## src/rtl/pixel_loader_pkg.sv

```systemverilog
// Shared types and helpers for the pixel loader: FSM states and the binarization function.
package pixel_loader_pkg;

   localparam int unsigned MAX_PIX_W = 32;

   typedef enum logic [1:0] {
      IDLE   = 2'd0,
      STREAM = 2'd1,
      DONE   = 2'd2
   } loader_state_t;

   // Threshold to all-ones/zero when enabled, otherwise pass the pixel through.
   function automatic logic [MAX_PIX_W-1:0] binarize_pix(
      input logic [MAX_PIX_W-1:0] pix,
      input logic [MAX_PIX_W-1:0] thr,
      input logic [MAX_PIX_W-1:0] ones,
      input logic                 en
   );
      if (!en) return pix;
      return (pix >= thr) ? ones : '0;
   endfunction

endpackage

```

## src/rtl/pixel_loader_fifo.sv

```systemverilog
// Small synchronous FIFO with combinational head read; push when full and pop when empty are ignored.
module pixel_fifo #(
   parameter int unsigned pixelWidth = 8,
   parameter int unsigned FIFO_DEPTH = 4
) (
   input  logic                  clk,
   input  logic                  rst,
   input  logic                  push,
   input  logic                  pop,
   input  logic [pixelWidth-1:0] wdata,
   output logic [pixelWidth-1:0] rdata,
   output logic                  full,
   output logic                  empty
);

   localparam int unsigned AW = $clog2(FIFO_DEPTH);

   logic [pixelWidth-1:0] mem_q [FIFO_DEPTH];
   logic [AW:0]           wr_ptr_q;
   logic [AW:0]           rd_ptr_q;
   logic                  do_push;
   logic                  do_pop;

   // Extra pointer MSB distinguishes full from empty.
   assign empty   = (wr_ptr_q == rd_ptr_q);
   assign full    = (wr_ptr_q[AW] != rd_ptr_q[AW]) && (wr_ptr_q[AW-1:0] == rd_ptr_q[AW-1:0]);
   assign do_push = push && !full;
   assign do_pop  = pop && !empty;
   assign rdata   = mem_q[rd_ptr_q[AW-1:0]];

   always_ff @(posedge clk) begin
      if (rst) begin
         wr_ptr_q <= '0;
         rd_ptr_q <= '0;
      end else begin
         if (do_push) wr_ptr_q <= wr_ptr_q + (AW+1)'(1);
         if (do_pop)  rd_ptr_q <= rd_ptr_q + (AW+1)'(1);
      end
   end

   always_ff @(posedge clk) begin
      if (do_push) mem_q[wr_ptr_q[AW-1:0]] <= wdata;
   end

endmodule

```

## src/rtl/pixel_loader.sv

```systemverilog
// Feed stage for the skeletonization controller: accepts a pixel stream, binarizes it,
// buffers it and issues exactly N*N paced write strobes per frame.
module pixel_loader
   import pixel_loader_pkg::*;
#(
   parameter int unsigned N          = 8,
   parameter int unsigned pixelWidth = 8,
   parameter int unsigned FIFO_DEPTH = 4,
   parameter int unsigned WRITE_GAP  = 2,
   parameter int unsigned BINARIZE   = 1,
   localparam int unsigned bitSize   = $clog2(N * N)
) (
   input  logic                  clk,
   input  logic                  rst,
   input  logic                  start,
   input  logic [pixelWidth-1:0] threshold,
   input  logic                  s_valid,
   input  logic [pixelWidth-1:0] s_data,
   output logic                  s_ready,
   output logic                  we,
   output logic [pixelWidth-1:0] data_out,
   output logic [bitSize:0]      pix_count,
   output logic                  busy,
   output logic                  frame_done
);

   localparam int unsigned FRAME_PIXELS = N * N;
   localparam int unsigned CW           = bitSize + 1;
   localparam int unsigned GW           = $clog2(WRITE_GAP + 1);

   loader_state_t         state_q, state_d;
   logic [pixelWidth-1:0] thr_q, thr_d;
   logic [CW-1:0]         in_count_q, in_count_d;
   logic [CW-1:0]         pix_count_q, pix_count_d;
   logic [GW-1:0]         gap_q, gap_d;
   logic                  we_q, we_d;
   logic [pixelWidth-1:0] data_q, data_d;
   logic                  busy_q, busy_d;
   logic                  frame_done_q, frame_done_d;

   logic                  fifo_push, fifo_pop, fifo_full, fifo_empty;
   logic [pixelWidth-1:0] fifo_rdata, pix_bin;

   // s_ready depends only on registered state so it never loops back through s_valid.
   assign s_ready = (state_q == STREAM) && !fifo_full && (in_count_q < CW'(FRAME_PIXELS));

   assign pix_bin = pixelWidth'(binarize_pix(MAX_PIX_W'(s_data), MAX_PIX_W'(thr_q),
                                             MAX_PIX_W'({pixelWidth{1'b1}}), (BINARIZE != 0)));

   pixel_fifo #(
      .pixelWidth (pixelWidth),
      .FIFO_DEPTH (FIFO_DEPTH)
   ) u_fifo (
      .clk   (clk),
      .rst   (rst),
      .push  (fifo_push),
      .pop   (fifo_pop),
      .wdata (pix_bin),
      .rdata (fifo_rdata),
      .full  (fifo_full),
      .empty (fifo_empty)
   );

   always_ff @(posedge clk) begin
      if (rst) begin
         state_q      <= IDLE;
         thr_q        <= '0;
         in_count_q   <= '0;
         pix_count_q  <= '0;
         gap_q        <= '0;
         we_q         <= 1'b0;
         data_q       <= '0;
         busy_q       <= 1'b0;
         frame_done_q <= 1'b0;
      end else begin
         state_q      <= state_d;
         thr_q        <= thr_d;
         in_count_q   <= in_count_d;
         pix_count_q  <= pix_count_d;
         gap_q        <= gap_d;
         we_q         <= we_d;
         data_q       <= data_d;
         busy_q       <= busy_d;
         frame_done_q <= frame_done_d;
      end
   end

   always_comb begin
      state_d     = state_q;
      thr_d       = thr_q;
      in_count_d  = in_count_q;
      pix_count_d = pix_count_q;
      gap_d       = gap_q;
      we_d        = 1'b0;
      data_d      = data_q;
      fifo_push   = 1'b0;
      fifo_pop    = 1'b0;

      unique case (state_q)
         IDLE: begin
            if (start) begin
               state_d     = STREAM;
               thr_d       = threshold;
               in_count_d  = '0;
               pix_count_d = '0;
               gap_d       = '0;
            end
         end
         STREAM: begin
            fifo_push = s_valid && s_ready;
            if (fifo_push) in_count_d = in_count_q + CW'(1);
            // Issue: pop the head into the registered output and restart the gap.
            if (!fifo_empty && (gap_q == '0) && (pix_count_q < CW'(FRAME_PIXELS))) begin
               fifo_pop    = 1'b1;
               we_d        = 1'b1;
               data_d      = fifo_rdata;
               pix_count_d = pix_count_q + CW'(1);
               gap_d       = GW'(WRITE_GAP - 1);
            end else if (gap_q != '0) begin
               gap_d = gap_q - GW'(1);
            end
            if (we_q && (pix_count_q == CW'(FRAME_PIXELS))) state_d = DONE;
         end
         DONE:    state_d = IDLE;
         default: state_d = IDLE;
      endcase

      busy_d       = (state_d != IDLE);
      frame_done_d = (state_d == DONE);
   end

   assign we         = we_q;
   assign data_out   = data_q;
   assign pix_count  = pix_count_q;
   assign busy       = busy_q;
   assign frame_done = frame_done_q;

endmodule

```

## config.mk

```make
export PLATFORM = sky130hd
export DESIGN_NAME = pixel_loader
export DESIGN_NICKNAME = d
export VERILOG_FILES = /design/src/rtl/pixel_loader_pkg.sv /design/src/rtl/pixel_loader_fifo.sv /design/src/rtl/pixel_loader.sv
export SDC_FILE = /design/constraint.sdc
export NUM_CORES = 1
export LEC_CHECK = 0
export BUFFER_PORTS_ARGS = -buffer_cell sky130_fd_sc_hd__buf_4
export CORE_AREA = 2 2 89 91
export DETAILED_ROUTE_END_ITERATION = 8
export DIE_AREA = 0 0 91 93
export GPL_TIMING_DRIVEN = 1
export PLACE_DENSITY = 0.46
export SLEW_MARGIN = 20
export SYNTH_ARGS = -nofsm -noshare
export SYNTH_HDL_FRONTEND = slang
export SYNTH_SLANG_ARGS = --single-unit
export TNS_END_PERCENT = 100
```

## constraint.sdc

```tcl
create_clock -name clk -period 1.47 [get_ports clk]
set_clock_uncertainty 0.05 [all_clocks]
set_input_delay 0.0735 -clock clk [delete_from_list [all_inputs] [get_ports clk]]
set_output_delay 0.0735 -clock clk [all_outputs]
set_load 0.03 [all_outputs]
```

### Yosys cells after proc, flatten, opt, wreduce, memory -nomap -nowiden

Memories as Yosys holds them, arrays and structs flattened. A register that Yosys moved wholly into a read port is not among the register bits.
Cells that the tools add are included.

| word-level totals | value |
|---|---|
| latch bits | 0 |
| register bits | 35 |
| ROM bits | 0 |
| bits in writable memories | 32 |
| logic and storage cells | 68 |
| memories kept | 1 |

Memory list:

| memory | words | bits a word | rd ports | clocked after Yosys merged registers in | wr ports | line | text |
|---|---|---|---|---|---|---|---|
| u_fifo.mem_q | 4 | 8 | 1 | 1 | 1 | pixel_loader_fifo.sv:18 | `logic [pixelWidth-1:0] mem_q [FIFO_DEPTH];` |

| operators by class | value |
|---|---|
| mux-type cells | 18 |
| bitwise gates (word level) | 0 |
| shift operators | 0 |
| reductions and logical operators | 21 |
| multiply operators | 0 |
| divide/modulo/power cells | 0 |
| equal/unequal tests | 10 |
| magnitude comparators | 3 |
| add/sub/neg operators | 5 |

Operators with widths:

| operator | count |
|---|---|
| one-hot mux 7 bit (2 select lines) | 2 |
| 2-to-1 mux 7 bit | 3 |
| adder 7 x 1 -> 7 bit (second input constant) | 2 |
| < comparator 7 bit (second input constant) | 2 |
| 2-to-1 mux 2 bit | 5 |
| logical AND 1 bit | 9 |
| AND reduction 3 bit | 3 |
| greater-or-equal comparator 8 bit | 1 |
| 2-to-1 mux 8 bit | 1 |
| one-hot mux 2 bit (2 select lines) | 2 |
| == test 7 bit (second input constant) | 1 |
| adder 3 x 1 -> 3 bit (second input constant) | 2 |
| nonzero test 2 bit | 3 |
| 2-to-1 mux 1 bit | 5 |
| logical NOT 2 bit | 2 |
| inequality test 2 x 1 -> 1 bit (second input constant) | 2 |
| AND reduction 2 bit | 2 |
| == test 3 bit | 1 |
| inequality test 3 x 1 -> 1 bit (second input constant) | 1 |
| == test 2 x 1 -> 1 bit (second input constant) | 1 |
| == test 2 bit | 1 |
| == test 2 bit (second input constant) | 1 |
| logical NOT 1 bit | 2 |
| inequality test 2 bit (second input constant) | 1 |
| 2 further kinds | 2 |

### Longest topological paths before layout

| logic depth | value |
|---|---|
| word-level depth | 10 |
| depth in mapped cells | 6 |
| gate-level depth less buffers | 6 |

### Cells and area by module

Synthesis repeated with hierarchy kept, for this count alone.

| unflattened totals | value |
|---|---|
| cell total of the unflattened synthesis | 325 |
| area, all modules | 3548.4 sq um |

By module, submodules not included:

| module | sequential area each (sq um) | area each (sq um) | cells an instance | times used |
|---|---|---|---|---|
| pixel_loader | 740.7 | 1816.7 | 215 | 1 |
| pixel_fifo | 1121.1 | 1731.7 | 110 | 1 |

### Worst setup path before layout

OpenSTA, ideal clock, no wires.

| path | value |
|---|---|
| path type | reg2reg |
| start point | register u_fifo.wr_ptr_q[1] |
| end point | memory u_fifo.mem_q[0][6] (enable) |
| slack | -0.128 ns |
| stages on the path, launching flop included | 5 |
| arrival time | 1.306 ns |
| cells stage by stage | dfxtp_1 > xor2_2 > o311a_2 > buf_6 > and2_1 |

| on the way | value |
|---|---|
| word-level cells in the longest chain between the ends | 10 |

RTL lines:

| what | line | text |
|---|---|---|
| start: declaration | pixel_loader_fifo.sv:19 | `logic [AW:0] wr_ptr_q;` |
| start signal: assignment | pixel_loader_fifo.sv:36 | `if (do_push) wr_ptr_q <= wr_ptr_q + (AW+1)'(1);` |
| == test 2 bit | pixel_loader_fifo.sv:26 | `assign full = (wr_ptr_q[AW] != rd_ptr_q[AW]) && (wr_ptr_q[AW-1:0] == rd_ptr_q[AW-1:0]);` |
| logical AND 1 bit | pixel_loader_fifo.sv:26 |  |
| logical NOT 1 bit | pixel_loader_fifo.sv:27, pixel_loader.sv:45 |  |
| logical AND 1 bit (2 in series) | pixel_loader.sv:45 | `assign s_ready = (state_q == STREAM) && !fifo_full && (in_count_q < CW'(FRAME_PIXELS));` |
| logical AND 1 bit | pixel_loader.sv:110 | `fifo_push = s_valid && s_ready;` |
| 2-to-1 mux 1 bit | pixel_loader.sv:99 | `unique case (state_q)` |
| logical AND 1 bit | pixel_loader_fifo.sv:27 | `assign do_push = push && !full;` |
| 2-to-1 mux 1 bit | pixel_loader_fifo.sv:42 | `if (do_push) mem_q[wr_ptr_q[AW-1:0]] <= wdata;` |
| 2-to-1 mux 1 bit (not written as such) | pixel_loader_fifo.sv:42 |  |
| end: declaration | pixel_loader_fifo.sv:18 |  |

Parallel ways exist; a longest one is shown, timed or not.

### Final worst setup path

| path | value |
|---|---|
| start point | register u_fifo.rd_ptr_q[0] |
| end point | output s_ready |

| on the way | value |
|---|---|
| word-level cells in the longest chain between the ends | 5 |

RTL lines:

| what | line | text |
|---|---|---|
| start: declaration | pixel_loader_fifo.sv:20 | `logic [AW:0] rd_ptr_q;` |
| start signal: assignment | pixel_loader_fifo.sv:37 | `if (do_pop) rd_ptr_q <= rd_ptr_q + (AW+1)'(1);` |
| == test 2 bit | pixel_loader_fifo.sv:26 |  |
| logical AND 1 bit | pixel_loader_fifo.sv:26 |  |
| logical NOT 1 bit | pixel_loader.sv:45 |  |
| logical AND 1 bit (2 in series) | pixel_loader.sv:45 |  |
| end: declaration | pixel_loader.sv:19 | `output logic s_ready,` |

No other way between the ends.

==> results.py <==
metrics = {
    "run_status": {
        "status": "complete, but fails checks",
        "violations": "negative setup slack",
    },
    "clock_network": {
        "clkLatencyLatePin_ps": 290,
        "clk_pin_slew_worst_paths_ps": 80,
        "numCtsBuffers": 5,
        "tritoncts": "built",
        "h-tree-depth": 2,
        "root_buffer": "clkbuf_8",
        "cts_sinks": 40,
        "clockBufferDepth": 2,
    },
    "floorplanning": {
        "core_area_um2": 7527,
        "num_io_pins": 39,
        "row_count": 32,
        "die-height_um": 93,
        "dieArea_um2": 8463,
        "initial_core_util_pct": 29.02,
        "die-width_um": 91,
    },
    "setup_path": {
        "slowest_stage": "dfxtp_4",
        "crit_arrival_ps": 1440,
        "crit_required_ps": 1350,
        "start_kind": "flip-flop",
        "path_cells": "buf_12 > xnor2_2 > buf_4 > a31oi_4 > buf_6",
        "crit_type": "reg2out",
        "worst-path-max-fanout": 3,
        "critical_path_buf_inv_count": 3,
        "crit_family": "buffers and inverters",
        "slowest_delay_ps": 380,
        "end_kind": "primary output",
    },
    "sta": {
        "grt_setup_unrepaired": "yes",
        "maxSlewViolCount": 0,
        "fin_crit_ps": 1567,
        "final_hold_viol_count": 0,
        "timing.fmax_mhz": 638.2,
        "setup_violations": 26,
        "fin_ws_ps": -97.03,
        "min_period_over_period_pct": 106.6,
        "maxSlewHeadroom_pct": 73.83,
        "worstMarginPinSlew_ps": 392.0,
    },
    "finish": {
        "n_fill_cell": 745,
        "synthToLayoutAreaGrowth_pct": 63.06,
        "nets": 368,
        "n_antenna_cell": 0,
        "final_cell_mix": "buf_4 (71), nand2_1 (29), dfxtp_1 (23)",
        "fin_cells": 434,
        "drive_above_1_share_pct": 49.40,
        "final_common_cell": "buf_4",
    },
    "logic_synthesis": {
        "yosys_warnings": 0,
        "syn_nets": 280,
        "seq_area_frac_synth_pct": 38.49,
        "synth_area_um2": 2185,
        "syn_inst": 243,
        "avgSynthCellArea_um2": 8.990,
        "synth-seq-cells": 40,
        "synth-edff-count": 4,
        "async_flop_share_pct": 0,
        "synth_cell_types": 51,
        "synth_flop_cell": "dfxtp_1",
    },
    "grt": {
        "grt_usage_pct": 14.26,
        "grt_pass1_wl_um": 9584,
        "grt_max_degree": 21,
        "grt_pass1_vias": 1989,
        "grt-ovfl-total": 0,
        "antenna_found_initial": 0,
    },
    "drt": {
        "wirelength_um": 6076,
        "drc": 0,
        "wire_per_inst_um": 14.00,
        "initialDrtViolationCount": 65,
        "first_pass_iters": 4,
        "drtAntennaViolNets": 0,
        "vias": 2073,
        "drt-vias-per-instance": 4.776,
    },
    "place": {
        "dp_hpwl_um": 4167,
        "port_buffers": 38,
        "dp.cells": 406,
        "place_congestion": 0.7593,
    },
    "power": {
        "finalPower_mw": 2.545,
        "power.density_nw_per_um2": 714.3,
        "p_leak_nw": 1.399,
        "vdd_ir_drop_max_uv": 280.8,
    },
    "job": {
        "maxCapViolCount": 0,
    },
    "min_path": {
        "hold_path_class": "in2reg",
    },
}
state kept, by name (all words and copies together), names as in the netlist:
signal / cells
busy: 1
u_fifo.rd_ptr_q: 3
frame_done: 1
state_q: 2
pix_count: 7
we: 1
in_count_q: 7
thr_q: 8
u_fifo.wr_ptr_q: 3
gap_q: 2
data_out: 1
u_fifo.mem_q: 4
kinds of logic (layout without fill, tap and decap cells):
group	after synthesis	in the layout	synth area share, %
compound gates	56	57	18.73
flops	40	40	38.49
buf+inv	32	120	7.216
mux	3	3	2.119
simple gates	87	87	19.82
fa+ha+maj	17	17	9.736
xor+xnor	8	8	3.895
power by group:
| group | internal, mW | total (mW) | switching, mW |
|---|---|---|---|
| registers | 1.13 | 1.16 | 0.0285 |
| clock network | 0.334 | 0.728 | 0.394 |
| logic | 0.341 | 0.659 | 0.318 |
worst register-to-register path: stages (launching register included):
cell and delay, ps:
dfxtp_2 370, buf_4 160, o21bai_1 180, o21bai_1 180, or4_1 470, nand3_1 90
metrics by stage:
stage | hold WS (ps) | instance area, µm² | utilization (%) | setup slack, ps | setup TNS (ps)
floorplan | 159.5 | 2221 | - | -40.76 | -274.5
global placement | 273.9 | 2810 | 37.33 | -148.9 | -1810
detailed placement | 286.1 | 2810 | 37.33 | -152.6 | -1843
CTS | 172.4 | 3323 | 44.15 | -65.17 | -788.7
global route | 181.8 | 3562 | 47.32 | -151.9 | -2911
finish | 183.4 | 3562 | 47.32 | -97.03 | -1033
synthesized netlist by cell type, types with 2 or more instances:
library cell  instances  area (µm²)
a21boi_0              3       22.52
a21oi_1              20       100.1
a22o_1                4       35.03
a2bb2oi_1             2       17.52
a31o_1                2       17.52
a31oi_1               3       18.77
and2_1                3       18.77
and3_1                3       18.77
buf_4                 8       60.06
clkbuf_1              6       22.52
dfxtp_1              36       720.7
edfxtp_1              4       120.1
ha_1                 17       212.7
inv_1                17       63.81
mux2i_1               2       20.02
nand2_1              33       123.9
nand2b_1              3       18.77
nand3_1               8       40.04
nor2_1               16       60.06
nor2b_1               2       12.51
nor3_1                4       20.02
nor3b_1               2       15.01
nor4_1                3       18.77
o21ai_0               3       15.01
o21bai_1              2       15.01
o22ai_1               2       12.51
o311a_2               2       22.52
o311ai_2              2       32.53
o32ai_1               2       17.52
or3b_1                2       17.52
or4_1                 2       15.01
xnor2_1               5       43.79
xor2_2                2       32.53
what timing repair did:
action,4_1_cts,5_1_grt
setup buffers,6,5
hold buffers,8,0
pin swaps,26,30
hold endpoints to repair,8,0
endpoints found under the setup margin,26,41
cloned,1,1
gates resized for setup,53,43
cell type report:
cell class | instances | area (µm²) | share of cell area (%)
Tap cell | 102 | 127.6 | 3.583
Multi-Input combinational cell | 172 | 1589 | 44.61
Clock inverter | 1 | 5.005 | 0.1405
Timing Repair Buffer | 95 | 828.3 | 23.25
Clock buffer | 7 | 76.32 | 2.143
Sequential cell | 40 | 872.1 | 24.48
Inverter | 17 | 63.81 | 1.791
path summary, 6_finish.rpt:
check / startpoint / end / slack (ps) / cells past startpoint
min: rst / state_q[1]$_SDFF_PP0_ / 180 / 4
max: u_fifo.rd_ptr_q[0]$_SDFFE_PP0P_ / s_ready / -100 / 5
max reg2reg: state_q[1]$_SDFF_PP0_ / gap_q[0]$_SDFFE_PP0P_ / -90 / 5
min reg2reg: thr_q[1]$_SDFFE_PP0P_ / thr_q[1]$_SDFFE_PP0P_ / 410 / 2
layer usage:
metal | vias up | track usage (%) | wire [µm]
met3 | 7 | 2.820 | 197
met1 | 986 | 18.98 | 2981
met2 | 36 | 22.90 | 2807
met5 | - | 0 | 0
li1 | 1044 | - | -
met4 | 0 | 5.429 | 90
Note: power is estimated with default switching activity, not from simulation.
